<file path="src/rtl/fb_bank_ctrl_if.sv">
// Host pixel-write channel into the frame-buffer bank controller.
// The host (master) holds a request until wr_ready_o is seen high with wr_valid_i.
interface fb_bank_ctrl_if #(
  parameter int AW = 16,
  parameter int DW = 24
);
  logic          wr_valid_i;
  logic [AW-1:0] wr_addr_i;
  logic [DW-1:0] wr_data_i;
  logic          wr_ready_o;

  modport master (output wr_valid_i, wr_addr_i, wr_data_i, input wr_ready_o);
  modport slave  (input wr_valid_i, wr_addr_i, wr_data_i, output wr_ready_o);
endinterface

</file>
<file path="src/rtl/fb_bank_ctrl.sv">
// Double-buffered frame RAM bank controller: host writes go to the back bank,
// the scanner reads the front bank, and swaps are deferred to the end of a frame.
module fb_bank_ctrl #(
  parameter int AW = 16,
  parameter int DW = 24
) (
  input  logic          clk_i,
  input  logic          rst_i,
  fb_bank_ctrl_if.slave wr,
  input  logic          swap_req_i,
  input  logic          clear_req_i,
  input  logic          frame_done_i,
  input  logic [AW-1:0] rd_addr_i,
  output logic [AW:0]   ram_rd_addr_o,
  output logic          ram_wr_en_o,
  output logic [AW:0]   ram_wr_addr_o,
  output logic [DW-1:0] ram_wr_data_o,
  output logic          front_bank_o,
  output logic          busy_o,
  output logic          swap_ack_o
);
  typedef enum logic [1:0] {IDLE, CLEAR, SWAP_WAIT} state_t;

  state_t        state, state_nxt;
  logic          swap_pend, pend_nxt;
  logic          front_bank;
  logic [AW-1:0] clr_cnt;
  logic          wr_ready_q;
  logic          busy_q;
  logic          swap_ack_q;
  logic          do_swap;
  logic          clr_last;
  logic          host_acc;

  assign clr_last = (clr_cnt == {AW{1'b1}});
  // Ready is registered and only ever high in IDLE, so an accepted write
  // can never collide with a clear fill or land across a bank swap.
  assign host_acc = wr.wr_valid_i & wr_ready_q;

  always_comb begin
    state_nxt = state;
    pend_nxt  = swap_pend | swap_req_i;
    do_swap   = 1'b0;
    case (state)
      IDLE: begin
        if (clear_req_i)                  state_nxt = CLEAR;
        else if (swap_req_i || swap_pend) state_nxt = SWAP_WAIT;
      end
      CLEAR: begin
        if (clr_last) state_nxt = IDLE;
      end
      SWAP_WAIT: begin
        // A swap request landing on the swap cycle is absorbed into this swap.
        if (frame_done_i) begin
          do_swap   = 1'b1;
          pend_nxt  = 1'b0;
          state_nxt = IDLE;
        end
      end
      default: state_nxt = IDLE;
    endcase
  end

  always_ff @(posedge clk_i) begin
    if (rst_i) begin
      state         <= IDLE;
      swap_pend     <= 1'b0;
      front_bank    <= 1'b0;
      clr_cnt       <= '0;
      wr_ready_q    <= 1'b0;
      busy_q        <= 1'b0;
      swap_ack_q    <= 1'b0;
      ram_wr_en_o   <= 1'b0;
      ram_wr_addr_o <= '0;
      ram_wr_data_o <= '0;
    end else begin
      state      <= state_nxt;
      swap_pend  <= pend_nxt;
      swap_ack_q <= do_swap;
      wr_ready_q <= (state_nxt == IDLE) && !pend_nxt;
      busy_q     <= (state_nxt != IDLE) || pend_nxt;
      if (do_swap) front_bank <= ~front_bank;
      clr_cnt     <= (state == CLEAR) ? clr_cnt + 1'b1 : '0;
      ram_wr_en_o <= 1'b0;
      if (state == CLEAR) begin
        ram_wr_en_o   <= 1'b1;
        ram_wr_addr_o <= {~front_bank, clr_cnt};
        ram_wr_data_o <= '0;
      end else if (host_acc) begin
        ram_wr_en_o   <= 1'b1;
        ram_wr_addr_o <= {~front_bank, wr.wr_addr_i};
        ram_wr_data_o <= wr.wr_data_i;
      end
    end
  end

  assign wr.wr_ready_o   = wr_ready_q;
  assign busy_o          = busy_q;
  assign swap_ack_o      = swap_ack_q;
  assign front_bank_o    = front_bank;
  assign ram_rd_addr_o   = {front_bank, rd_addr_i};
endmodule
</file>
<file path="src/flat_wrapper.sv">
// flat-port wrapper written by rule: the top's interface ports become plain ports
module fb_bank_ctrl_flat 
#(
  parameter int AW = 16,
  parameter int DW = 24
)
  (clk_i, rst_i, swap_req_i, clear_req_i, frame_done_i, rd_addr_i, ram_rd_addr_o, ram_wr_en_o, ram_wr_addr_o, ram_wr_data_o, front_bank_o, busy_o, swap_ack_o, wr_wr_valid_i, wr_wr_addr_i, wr_wr_data_i, wr_wr_ready_o);
  fb_bank_ctrl_if #(.AW(AW), .DW(DW)) wr_i ();
  input  logic clk_i;
  input  logic rst_i;
  input  logic swap_req_i;
  input  logic clear_req_i;
  input  logic frame_done_i;
  input  logic [AW-1:0] rd_addr_i;
  output logic [AW:0] ram_rd_addr_o;
  output logic ram_wr_en_o;
  output logic [AW:0] ram_wr_addr_o;
  output logic [DW-1:0] ram_wr_data_o;
  output logic front_bank_o;
  output logic busy_o;
  output logic swap_ack_o;
  input wire logic [$bits(wr_i.wr_valid_i)-1:0] wr_wr_valid_i;
  input wire logic [$bits(wr_i.wr_addr_i)-1:0] wr_wr_addr_i;
  input wire logic [$bits(wr_i.wr_data_i)-1:0] wr_wr_data_i;
  output wire logic [$bits(wr_i.wr_ready_o)-1:0] wr_wr_ready_o;
  assign wr_i.wr_valid_i = wr_wr_valid_i;
  assign wr_i.wr_addr_i = wr_wr_addr_i;
  assign wr_i.wr_data_i = wr_wr_data_i;
  assign wr_wr_ready_o = wr_i.wr_ready_o;
  fb_bank_ctrl #(.AW(AW), .DW(DW)) u_core (.clk_i(clk_i), .rst_i(rst_i), .wr(wr_i), .swap_req_i(swap_req_i), .clear_req_i(clear_req_i), .frame_done_i(frame_done_i), .rd_addr_i(rd_addr_i), .ram_rd_addr_o(ram_rd_addr_o), .ram_wr_en_o(ram_wr_en_o), .ram_wr_addr_o(ram_wr_addr_o), .ram_wr_data_o(ram_wr_data_o), .front_bank_o(front_bank_o), .busy_o(busy_o), .swap_ack_o(swap_ack_o));
endmodule
</file>
<file path="config.mk">
export PLATFORM = sky130hd
export DESIGN_NAME = fb_bank_ctrl_flat
export DESIGN_NICKNAME = d
export VERILOG_FILES = /design/src/rtl/fb_bank_ctrl_if.sv /design/src/rtl/fb_bank_ctrl.sv /design/src/flat_wrapper.sv
export SDC_FILE = /design/constraint.sdc
export NUM_CORES = 1
export LEC_CHECK = 0
export CORE_ASPECT_RATIO = 0.9
export CORE_UTILIZATION = 38
export CTS_BUF_LIST = sky130_fd_sc_hd__clkbuf_4 sky130_fd_sc_hd__clkbuf_8
export DETAILED_ROUTE_END_ITERATION = 10
export PLACE_DENSITY_LB_ADDON = 0.15
export SETUP_SLACK_MARGIN = 0.3
export SYNTH_ARGS = -nofsm -noshare
export SYNTH_HDL_FRONTEND = slang
export SYNTH_SLANG_ARGS = --single-unit
</file>
<file path="constraint.sdc">
create_clock -name clk_i -period 1.3 [get_ports clk_i]
set_clock_uncertainty 0.05 [all_clocks]
set_input_delay 0.26 -clock clk_i [delete_from_list [all_inputs] [get_ports clk_i]]
set_output_delay 0.26 -clock clk_i [all_outputs]
set_load 0.01 [all_outputs]
</file>
==> summary.txt <==
Final layout
  • Sequential cell area: between 1000 and 1500 um^2
  • Layout Utilization: 0.792
  • FILL cells: between 400 and 500
  • Diode count: 0
  • Final standard cell count with taps included and fillers excluded: 551
  • Synthesis-to-finish area growth: 97.5%
  • Cell area after layout: 5300 um^2
  • Final #Nets: just over 500
  • Combined area of the multi-input logic cells: about 1800 um^2
  • Leading cell type in the layout, fill and taps excluded: sky130_fd_sc_hd__buf_6
  • Layout cell share with drive strength beyond 1: 0.657
  • Most frequent cells in the layout: 58 x sky130_fd_sc_hd__buf_6, 53 x sky130_fd_sc_hd__dfxtp_2, 47 x sky130_fd_sc_hd__nand2_1, 44 x sky130_fd_sc_hd__clkdlybuf4s50_1, 35 x sky130_fd_sc_hd__buf_4

Timing
  • RSZ-0062 raised after global routing: yes
  • Count of pins over their slew limit: 0
  • Period Utilization, post-route: 1.03
  • Final setup violation count: 4
  • Measured slew at the worst slew-check pin: between 0.3 and 0.4 ns
  • Final setup slack of the worst path: -0.0448 ns
  • Final min period: between 1 and 1.5 ns
  • Max frequency: 744 MHz
  • Max-Slew Margin vs Limit: 0.745
  • Count of endpoints failing hold in the final timing report: 0

Synth
  • Number of warning messages in the yosys log: 0
  • Instance count of the mapped netlist: 323
  • Cell type with the highest aggregate area in the netlist: sky130_fd_sc_hd__dfxtp_1
  • Post-synth top area share: 0.485
  • Cell area after synthesis: about 2700 um^2
  • Mean cell area of the mapped netlist: a little over 8 um^2
  • Register area share after synthesis: 0.485
  • Post-synth cell types: 32
  • Total of flip-flops plus latches after synthesis: 65
  • Net count of the mapped netlist: 386
  • Cell types occupying the most area after synthesis: sky130_fd_sc_hd__dfxtp_1 48%, sky130_fd_sc_hd__nand2_1 12%, sky130_fd_sc_hd__a21oi_1 5.6%

Power and ir drop
  • Worst vdd rail ir drop: 0.642 mV
  • Cell Pwr Density: between 800 and 900 nW/um^2
  • Leakage: ~2.2 nW

Route
  • First-pass iteration count of the detailed router: 4
  • Number of routed nets with antenna violations: 0
  • Detail-routed net length per standard cell: about 17 um
  • Residual DRC count: 0
  • Total wire length after detailed routing: around 9000 um
  • Vias after detailed routing: 2799
  • Count of routing violations after the opening detailed-route iteration: approximately 110
  • Vias per cell: 5.08

Clock network
  • Clock tree from TritonCTS: done
  • Number of hold buffers added after cts: 0
  • H-tree depth: 3
  • Maximum root-to-sink buffer count: 2
  • # clock sinks: 65
  • TritonCTS buffer count: 9
  • Worst-path clk slew: around 0.070 ns
  • Clock Tree Root: sky130_fd_sc_hd__clkbuf_8
  • Clock insertion delay at the later pin of the skew report: about 0.33 ns

Setup path
  • RR Endpoint: u_core.clr_cnt[12]
  • Required time reported for the critical path endpoint: about 1.5 ns
  • R2R Path Start: u_core.clr_cnt[1]
  • CP startpoint: u_core.clr_cnt[1]
  • Signal arrival time at the worst endpoint: ~1.5 ns
  • Cells on worst reg2reg path: 5
  • Crit path capture type: flip-flop
  • Critical path start-end classification: reg2reg
  • Critical path launch point type: flip-flop
  • Crit-path max FO: 7
  • Reg2Reg Setup Slack: -0.04 ns

Floorplanning
  • Cell Rows: 28
  • Die extent in y: approximately 80 um
  • Die footprint: 7410 um^2
  • I/O pin total: around 130
  • Starting density of the core: 0.401
  • Die X: ~90 um
  • Core region area: between 6000 and 7000 um^2

Placed design
  • Number of buffers added on ports: slightly above 90
  • Standard cell area after detailed placement: ~3900 um^2
  • Detailed placement HPWL: a little under 5000 um
  • Number of placed instances with taps included: just under 500
  • Placer Congestion: roughly 0.72

Worst hold path
  • Min-Delay Path Depth: 3
  • Worst min-delay path class: in2reg
  • Hold Path Sink: u_core.ram_wr_data_o[11]
  • Hold path startpoint: wr_wr_data_i[11]

Outcome
  • Violated checks: negative setup slack
  • Status: finished with violations

Flow run
  • Max-cap violations: 0

GRT
  • GR Util All Layers: 0.227
  • Antenna violations before repair: 0
  • Wire length of the first global-routing pass: about 13000 um
  • Via count of the first global-routing pass: roughly 2.7k
  • Maximum number of pins on one net before global-route repair: 19
  • Total grt overflow: 0
## power breakdown
part           switching, mW  total, mW  internal (mW)
clock                  0.749       1.58          0.831
sequential            0.0608       2.14           2.08
combinational          0.433       1.01          0.580
## metal layers
layer	share of wire	global-route usage	vias up
met5	0	0	-
met1	0.43	0.271	1357
met3	0.047	0.0676	21
met4	0.014	0.0661	0
met2	0.51	0.400	94
li1	-	-	1327
## area by class of cell
class                      count  area share
clock buffer                  13      0.0314
inverter                       5     0.00354
multi-input combinational    215       0.332
clock inverter                 3     0.00283
sequential                    65       0.261
tap                           90      0.0212
timing repair buffer         160       0.348
## registers in the layout, summed over array words and instances (netlist names), 2 cells and up
signal,count
u_core.ram_wr_data_o,24
u_core.state,2
u_core.ram_wr_addr_o,17
u_core.clr_cnt,16
## worst max-delay path by stage
| stage | end | slack [ns] | cells past startpoint |
|---|---|---|---|
| 2_1_floorplan | u_core.clr_cnt[8] | 0.08 | 6 |
| 3_3_place_gp | u_core.ram_wr_data_o[13] | -0.23 | 5 |
| 3_5_place_dp | u_core.ram_wr_addr_o[4] | -0.29 | 5 |
| 4_1_cts | u_core.busy_o | -0.03 | 5 |
| 5_1_grt | u_core.clr_cnt[7] | -0.07 | 4 |
| 6_report | u_core.clr_cnt[12] | -0.04 | 5 |
## repair_timing
item / CTS / global route
buffers inserted: 18 / 10
gates resized for setup: 329 / 93
endpoints found under the setup margin: 110 / 111
pin swaps: 23 / 60
gates cloned: 9 / 3
## per-stage QoR
step	hold slack [ns]	power, mW	worst slack, ns	TNS (ns)
2_1_floorplan	0.343	2.49	0.0757	0
5_1_grt	0.425	4.91	-0.0703	-0.521
3_5_place_dp	0.400	2.78	-0.292	-11.24
4_1_cts	0.411	4.59	-0.0276	-0.0329
6_report	0.416	4.73	-0.0448	-0.0998
3_3_place_gp	0.393	2.77	-0.231	-9.46
## critical path: stages (launching register included)
cell,delay [ns]
sky130_fd_sc_hd__dfxtp_4,0.37
sky130_fd_sc_hd__ha_4,0.14
sky130_fd_sc_hd__nand3_4,0.13
sky130_fd_sc_hd__nor3_1,0.30
sky130_fd_sc_hd__xnor2_1,0.17
sky130_fd_sc_hd__nor2_1,0.06
## cell usage after synthesis
master	instances
sky130_fd_sc_hd__a21oi_1	30
sky130_fd_sc_hd__a311oi_1	16
sky130_fd_sc_hd__a31oi_1	1
sky130_fd_sc_hd__a41oi_1	1
sky130_fd_sc_hd__and2_1	1
sky130_fd_sc_hd__buf_1	1
sky130_fd_sc_hd__buf_2	8
sky130_fd_sc_hd__buf_4	17
sky130_fd_sc_hd__buf_6	1
sky130_fd_sc_hd__clkbuf_1	11
sky130_fd_sc_hd__dfxtp_1	65
sky130_fd_sc_hd__ha_1	1
sky130_fd_sc_hd__inv_1	5
sky130_fd_sc_hd__nand2_1	84
sky130_fd_sc_hd__nand2b_1	3
sky130_fd_sc_hd__nand3_1	4
sky130_fd_sc_hd__nand3_2	1
sky130_fd_sc_hd__nand4_2	2
sky130_fd_sc_hd__nand4_4	1
sky130_fd_sc_hd__nor2_1	33
sky130_fd_sc_hd__nor2_2	4
sky130_fd_sc_hd__nor2b_1	1
sky130_fd_sc_hd__nor3_1	9
sky130_fd_sc_hd__nor4_2	2
sky130_fd_sc_hd__nor4_4	1
sky130_fd_sc_hd__o21ai_0	2
sky130_fd_sc_hd__o21ba_2	1
sky130_fd_sc_hd__o21bai_1	1
sky130_fd_sc_hd__or2_1	1
sky130_fd_sc_hd__or3_1	2
sky130_fd_sc_hd__xnor2_1	12
sky130_fd_sc_hd__xor2_1	1
## logic make-up after synthesis
| logic type | share of synthesized area |
|---|---|
| AOI/OAI and AO/OA | 0.124 |
| xor gates and xnor gates | 0.0424 |
| adders and majority gates | 0.00466 |
| buffers and inverters | 0.0904 |
| and+or+nand+nor | 0.254 |
| DFF | 0.485 |
Note: power is estimated with default switching activity, not from simulation.
